File: config.mk
export PLATFORM = sky130hd
export DESIGN_NAME = qtcore_scan_loader
export DESIGN_NICKNAME = d
export VERILOG_FILES = /design/src/rtl/qtcore_scan_loader.sv
export SDC_FILE = /design/constraint.sdc
export NUM_CORES = 1
export LEC_CHECK = 0
export BUFFER_PORTS_ARGS = -buffer_cell sky130_fd_sc_hd__buf_2
export CAP_MARGIN = 5
export CORE_MARGIN = 2
export CORE_UTILIZATION = 45
export DETAILED_ROUTE_END_ITERATION = 12
export PLACE_DENSITY = 0.66
export SLEW_MARGIN = 20
export SYNTH_ARGS = -nofsm -noshare
export SYNTH_HDL_FRONTEND = slang
export SYNTH_SLANG_ARGS = --single-unit
File: constraint.sdc
create_clock -name clk -period 4.7 [get_ports clk]
set_input_delay 0.235 -clock clk [delete_from_list [all_inputs] [get_ports clk]]
set_output_delay 0.235 -clock clk [all_outputs]
set_load 0.02 [all_outputs]
File: src/rtl/qtcore_scan_loader.sv
// Byte-stream loader for the qtcore scan chain plus run controller; 1+8 cycles per byte, run ends on halt/timeout.
// Stalls in LOAD_WAIT with scan_enable low until byte_valid; readback_valid is a strobe with no backpressure.
module qtcore_scan_loader #(
    parameter int CHAIN_BITS  = 200,
    parameter int RUN_TIMEOUT = 65535,
    parameter int CNT_W       = 16
) (
    input  logic             clk,
    input  logic             rst,
    input  logic             load_start,
    input  logic             run_start,
    input  logic [7:0]       byte_in,
    input  logic             byte_valid,
    output logic             byte_ready,
    output logic             scan_enable,
    output logic             scan_in,
    input  logic             scan_out,
    output logic             proc_en,
    input  logic             halt,
    output logic [7:0]       readback_byte,
    output logic             readback_valid,
    output logic             busy,
    output logic             done,
    output logic             timed_out,
    output logic [CNT_W-1:0] run_cycles
);
    localparam int                NBYTES      = CHAIN_BITS / 8;
    localparam int                BC_W        = $clog2(NBYTES + 1);
    localparam logic [BC_W-1:0]   LAST_BYTE   = BC_W'(NBYTES);
    localparam logic [CNT_W-1:0]  TIMEOUT_CNT = CNT_W'(RUN_TIMEOUT);
    localparam logic [CNT_W-1:0]  CNT_MAX     = '1;

    typedef enum logic [2:0] {IDLE, LOAD_WAIT, SHIFT, RUN, FINISH} state_t;

    state_t           state;
    logic [7:0]       shreg;
    logic [7:0]       capture;
    logic [2:0]       bit_cnt;
    logic [BC_W-1:0]  byte_cnt;
    logic [CNT_W-1:0] run_next;
    logic             timeout_now;

    assign run_next    = (run_cycles == CNT_MAX) ? run_cycles : run_cycles + CNT_W'(1);
    assign timeout_now = (RUN_TIMEOUT != 0) && (run_next >= TIMEOUT_CNT);

    // Gated so the chain input is quiet whenever the chain is not shifting.
    assign scan_in = scan_enable & shreg[7];
    assign busy    = (state != IDLE);

    always_ff @(posedge clk) begin
        if (rst) begin
            state          <= IDLE;
            byte_ready     <= 1'b0;
            scan_enable    <= 1'b0;
            proc_en        <= 1'b0;
            readback_valid <= 1'b0;
            readback_byte  <= 8'h00;
            done           <= 1'b0;
            timed_out      <= 1'b0;
            run_cycles     <= '0;
            byte_cnt       <= '0;
            bit_cnt        <= 3'd0;
            shreg          <= 8'h00;
            capture        <= 8'h00;
        end else begin
            readback_valid <= 1'b0;
            done           <= 1'b0;
            case (state)
                IDLE: begin
                    if (load_start) begin
                        state      <= LOAD_WAIT;
                        byte_cnt   <= '0;
                        byte_ready <= 1'b1;
                    end else if (run_start) begin
                        state      <= RUN;
                        run_cycles <= '0;
                        timed_out  <= 1'b0;
                        proc_en    <= 1'b1;
                    end
                end
                LOAD_WAIT: begin
                    if (byte_valid && byte_ready) begin
                        shreg       <= byte_in;
                        bit_cnt     <= 3'd0;
                        byte_ready  <= 1'b0;
                        scan_enable <= 1'b1;
                        state       <= SHIFT;
                    end
                end
                SHIFT: begin
                    shreg   <= {shreg[6:0], 1'b0};
                    capture <= {capture[6:0], scan_out};
                    bit_cnt <= bit_cnt + 3'd1;
                    if (bit_cnt == 3'd7) begin
                        readback_byte  <= {capture[6:0], scan_out};
                        readback_valid <= 1'b1;
                        byte_cnt       <= byte_cnt + BC_W'(1);
                        scan_enable    <= 1'b0;
                        if (byte_cnt + BC_W'(1) == LAST_BYTE) begin
                            state <= FINISH;
                            done  <= 1'b1;
                        end else begin
                            state      <= LOAD_WAIT;
                            byte_ready <= 1'b1;
                        end
                    end
                end
                RUN: begin
                    run_cycles <= run_next;
                    // Halt takes priority so a program halting on the last allowed cycle is not flagged.
                    if (halt) begin
                        proc_en <= 1'b0;
                        state   <= FINISH;
                        done    <= 1'b1;
                    end else if (timeout_now) begin
                        proc_en   <= 1'b0;
                        timed_out <= 1'b1;
                        state     <= FINISH;
                        done      <= 1'b1;
                    end
                end
                FINISH: begin
                    state <= IDLE;
                end
                default: begin
                    state <= IDLE;
                end
            endcase
        end
    end
endmodule

=== After elaboration in Yosys (flattened, before gate mapping) ===
Index checks and enable logic that the tools add are counted.

* Bits in registers: 56
* Output and inout port bits: 32
* Logic and storage cells: 95

* Add/subtract/negate cells: 3
* $lt $le $gt $ge: 1
* Equal/unequal tests: 16
* Mux-type cells: 43
* Bitwise operators: 2
* Reduce and logical (&&, ||, !) cells: 17

{| class="wikitable"
|+ Operators with widths
! kind !! count
|-
| 16-bit two-way mux || 3
|-
| 16-bit one-hot mux with 2 select lines || 1
|-
| 3-bit two-way mux || 8
|-
| 1-bit two-way mux || 19
|-
| 16-bit by 1-bit adder with 16-bit output, second input constant || 1
|-
| 16-bit equality test, second input constant || 1
|-
| 16-bit greater-or-equal comparator, second input constant || 1
|-
| 2-bit inequality test, second input constant || 8
|-
| 8-bit one-hot mux with 2 select lines || 1
|-
| 3-bit one-hot mux with 4 select lines || 1
|-
| 5-bit two-way mux || 2
|-
| 5-bit one-hot mux with 2 select lines || 1
|-
| 5-bit AND reduction || 2
|-
| 3-bit AND reduction || 3
|-
| 8-bit two-way mux || 1
|-
| 1-bit one-hot mux with 2 select lines || 4
|-
| 4-bit AND reduction || 2
|-
| 3-bit by 2-bit equality test with 1-bit output, second input constant || 2
|-
| 3-bit inequality test, second input constant || 2
|-
| 3-bit one-hot mux with 2 select lines || 1
|-
| 2-bit nonzero test || 3
|-
| 3-bit nonzero test || 2
|-
| 5-bit by 1-bit adder with 5-bit output, second input constant || 1
|-
| 5-bit equality test, second input constant || 1
|-
| 10 further kinds || 11
|}

=== Depth between registers and ports, before layout ===
* Word-level depth: 6
* Gate-level depth with buffers: 8

=== Least setup slack after synthesis ===
No wires, ideal clock.

* Path kind: reg2reg
* From: register run_cycles[0]
* To: register proc_en
* Setup time: 0.131 ns
* Data arrival time: 2.150 ns
* Required time: 4.569 ns
* Path slack: 2.419 ns
* Stages on the path, launching flop included: 8
* Buffers on the path: 0
* Clock period less this slack: 2.281 ns
* Path through: dfxtp_1 ha_1 nand4_1 or4_4 o21ai_0 nand4_1 a211oi_2 a21oi_1

* Cells in the longest elaborated chain, start to end: 5
* Elaborated cells on any way between the ends: 6

{| class="wikitable"
|+ Ends and longest elaborated chain
! item !! line !! RTL
|-
| start: declaration || 25 || <nowiki>output logic [CNT_W-1:0] run_cycles</nowiki>
|-
| start signal: assignment || 109 || <nowiki>run_cycles <= run_next;</nowiki>
|-
| 16-bit by 1-bit adder with 16-bit output or 16-bit equality test (tied branches) || 43 || <nowiki>assign run_next = (run_cycles == CNT_MAX) ? run_cycles : run_cycles + CNT_W'(1);</nowiki>
|-
| 16-bit two-way mux (*) || 43 ||
|-
| 16-bit greater-or-equal comparator (*) || 44 || <nowiki>assign timeout_now = (RUN_TIMEOUT != 0) && (run_next >= TIMEOUT_CNT);</nowiki>
|-
| 3-bit inequality test (no source line) (*) || - ||
|-
| 4-bit AND reduction (no source line) (*) || - ||
|-
| end signal: assignment || 55 || <nowiki>proc_en <= 1'b0;</nowiki>
|-
| end signal: assignment || 78 || <nowiki>proc_en <= 1'b1;</nowiki>
|-
| end signal: assignment || 112 || <nowiki>proc_en <= 1'b0;</nowiki>
|-
| end: declaration || 18 || <nowiki>output logic proc_en,</nowiki>
|}

Mark *: on every way between the ends. The rest lies on a longest branch, timed or not.
A chain may end at the register's enable or synchronous reset.

=== Worst setup path in the final report ===
* From: register run_cycles[0]
* To: register state[1]

* Cells in the longest elaborated chain, start to end: 5
* Elaborated cells on any way between the ends: 6

{| class="wikitable"
|+ Ends and longest elaborated chain
! item !! line !! RTL
|-
| 16-bit by 1-bit adder with 16-bit output or 16-bit equality test (tied branches) || 43 ||
|-
| 16-bit two-way mux (*) || 43 ||
|-
| 16-bit greater-or-equal comparator (*) || 44 ||
|-
| 3-bit inequality test (no source line) (*) || - ||
|-
| 4-bit AND reduction (no source line) (*) || - ||
|-
| end signal: assignment || 52 || <nowiki>state <= IDLE;</nowiki>
|-
| end signal: assignment || 71 || <nowiki>state <= LOAD_WAIT;</nowiki>
|-
| end signal: assignment || 75 || <nowiki>state <= RUN;</nowiki>
|-
| end: declaration || 35 || <nowiki>state_t state;</nowiki>
|}

Marked as above.

==> run summary <==
status = completed
post-placement setup slack = 1.839 ns
simple-gate share of the synthesized area = 29.50%
GRT busiest layer = met2
CTS tree = built
Post-synth EDFFs = 0
clock slew at reported path FFs = 0.12 ns
First DRT Iteration DRCs = 125
Final Hold Vio Count = 0
cell row count = 29
first-pass GRT wire length = 11800 um
CP Capture Type = flop
Syn Nets = 396
antenna-violating nets left = 0
register bit total from synthesis = 56
wirelength, routed = 7080 um
Clock power frac = 25.1%
part of the cycle the worst path needs = 54.45%
share of cells above drive strength 1 = 17.00%
Pint = 0.7366 mW
Clock Sinks = 56
Cell Area, Synth = 0.002930 sq mm
M3 GR Usage = 3.441%
gr usage total = 19.92%
Worst Path Class, Setup = reg -> reg
hold crit path type = in -> reg
critical path required time = 4.90 ns
final setup margin = 2.141 ns
Gate power share = 25.9%
mux cell area share after synthesis = 3.459%
total gr overflow = 0
core area = 0.006314 sq mm
n_diodes = 0
Net Switching = 0.4311 mW
post-synth top area share = 38.26%
Max Clk Rate = 390.8 MHz
complex-gate fraction of the synthesized area = 19.73%
Remaining DRCs = 0
PortBufs = 46
Async SR Flop Fraction = 0%
worst-case clock skew = 0.01251 ns
final net count = 425
largest family of logic cells by synthesized area = simple AND/OR/NAND/NOR gates
Root Driver = clkbuf_8
Cells after Synth = 376
pin count of the biggest net entering global routing = 54
startpoint types = flop
# IOs = 47
Initial Util = 46.41%
post-cts gate resize count = 0
antenna violations before repair = 0
Synth Area in XOR/XNOR = 1.494%
synth unique cells = 57
critical path fanouts, max = 10
leading area contributor after synthesis = dfxtp_1
cts hold-fix bufs = 0
LEAKAGE = 1.263 nW
clock tree buffer depth = 2
minimum clock period = 2.559 ns
gpl congestion = 0.9068
Finished Cell Area = 0.003257 sq mm
final setup vio count = 0
worst r2r src = run_cycles[0]$_SDFFE_PP0P_
DRT Pass-1 Iters = 4
hold path startpoint = scan_out
RSZ-0062 raised after global routing = false
HPWL Detailed = 4934 um
Final TNS setup = 0 ns
final core occ = 51.59%
met1 capacity usage during global routing = 26.82%
syn_area_per_cell = 7.793 sq um
cts bufs inserted = 5
commonest cells after routing, fill and taps aside = nand2_1, dfxtp_1, buf_2
setup bufs post-CTS = 0
area of placed instances = 0.003154 sq mm
Layout area overhead = 11.14%
DR vias = 2822
main area contributors after synthesis = dfxtp_1, nand2_1, a21oi_1
DIE AREA = 0.007173 sq mm
sequential share of the synthesized area = 38.26%
top_reg_cell synth = dfxtp_1
worst skew pair latency = 0.33 ns
sw frac = 36.92%
VDD IR max = 0.0002111 V
WP data arrival = 2.75 ns
via/cell ratio = 5.843
Die W = 84.70 um
max cap viols = 0
adder-cell share of the synthesized area = 2.135%
origin of the worst setup path = run_cycles[0]$_SDFFE_PP0P_
synth warn = 0
slew at the pin closest to its max-slew limit = 0.9465 ns
PwrDens = 358.5 mW/mm^2
GRT met2 Usage = 31.50%
final max-slew violation count = 0
CTS H-tree lvls = 2
number of global-route vias before repair = 2557
Slew Limit Headroom = 36.90%
Seq pwr share = 49.0%
WL/cell = 14.66 um
die height = 84.70 um
## critical path, cell delays in order, from the launching register on
cell       delay, ns
dfxtp_1         0.50
ha_1            0.36
nand4_1         0.21
nor4_4          0.49
o21ai_0         0.17
a32o_1          0.26
o21ai_0         0.27
o2111ai_1       0.17
## layer usage
metal | vias up | share of wire [%]
met3 | 11 | 5.1
met1 | 1322 | 47
li1 | 1414 | -
met4 | 0 | 1.7
met5 | - | 0
met2 | 75 | 46
## registers in the layout, indices dropped and copies added, names as in the netlist, 3 cells and up
register and flops:
capture 7, run_cycles 16, bit_cnt 3, readback_byte 8, shreg 8, byte_cnt 5
state 3
## kinds of logic after synthesis
logic type / after synthesis
XOR/XNOR: 5
buffers and inverters: 37
AND/OR/NAND/NOR: 171
multiplexers: 10
adder cells (fa/ha/maj): 5
AO/OA/AOI/OAI: 92
flip-flops: 56
## cell type report
| class | count | area, sq um |
|---|---|---|
| clock buffers | 5 | 68.82 |
| clock inverters | 3 | 28.78 |
| fillers | 650 | 3057 |
| inverters | 11 | 41.29 |
| multi-input cells | 283 | 1655 |
| flip-flops and latches | 56 | 1121 |
| well taps | 77 | 96.34 |
| repair buffers | 48 | 245.2 |
## through the flow
step	instances	hold WS, ns	power [mW]
after floorplan	376	0.3710	0.7976
after global placement	475	0.4433	0.8740
after detailed placement	475	0.4471	0.8835
after CTS	483	0.1447	1.174
after global routing	483	0.1629	1.239
final	483	0.1484	1.168
## final timing paths
check | endpoint | depth (start not counted) | slack, ns
worst max register to register | state[1]$_SDFFE_PP0P_ | 7 | 2.14
worst max-delay path | state[1]$_SDFFE_PP0P_ | 7 | 2.14
worst min-delay path | readback_byte[0]$_SDFFE_PP0P_ | 3 | 0.15
worst min register to register | readback_byte[0]$_SDFFE_PP0P_ | 2 | 0.46
## Yosys cell counts, types with 2 or more instances
cell      count
a211oi_1     10
a21o_1        2
a21oi_1      39
a311oi_1      4
a31oi_1       3
and3_1        5
and4_1        2
buf_2         6
clkbuf_1     17
dfxtp_1      56
ha_1          5
inv_1        11
mux2i_1       9
nand2_1      56
nand2b_1      3
nand3_1      17
nand3b_1      3
nand4_1      10
nor2_1       40
nor3_1       12
nor3b_1       3
nor4_1        6
o211ai_1      2
o21a_1        3
o21ai_0      14
o31ai_1       3
or3_1         2
xnor2_1       3
xor2_1        2
## power by group through the flow
stage / logic [mW] / clock network (mW) / registers [mW]
after floorplan: 0.227 / 0 / 0.571
after global placement: 0.295 / 0 / 0.579
after detailed placement: 0.302 / 0 / 0.582
after CTS: 0.303 / 0.300 / 0.571
after global routing: 0.340 / 0.317 / 0.582
final: 0.302 / 0.293 / 0.572
Note: power is estimated with default switching activity, not from simulation.
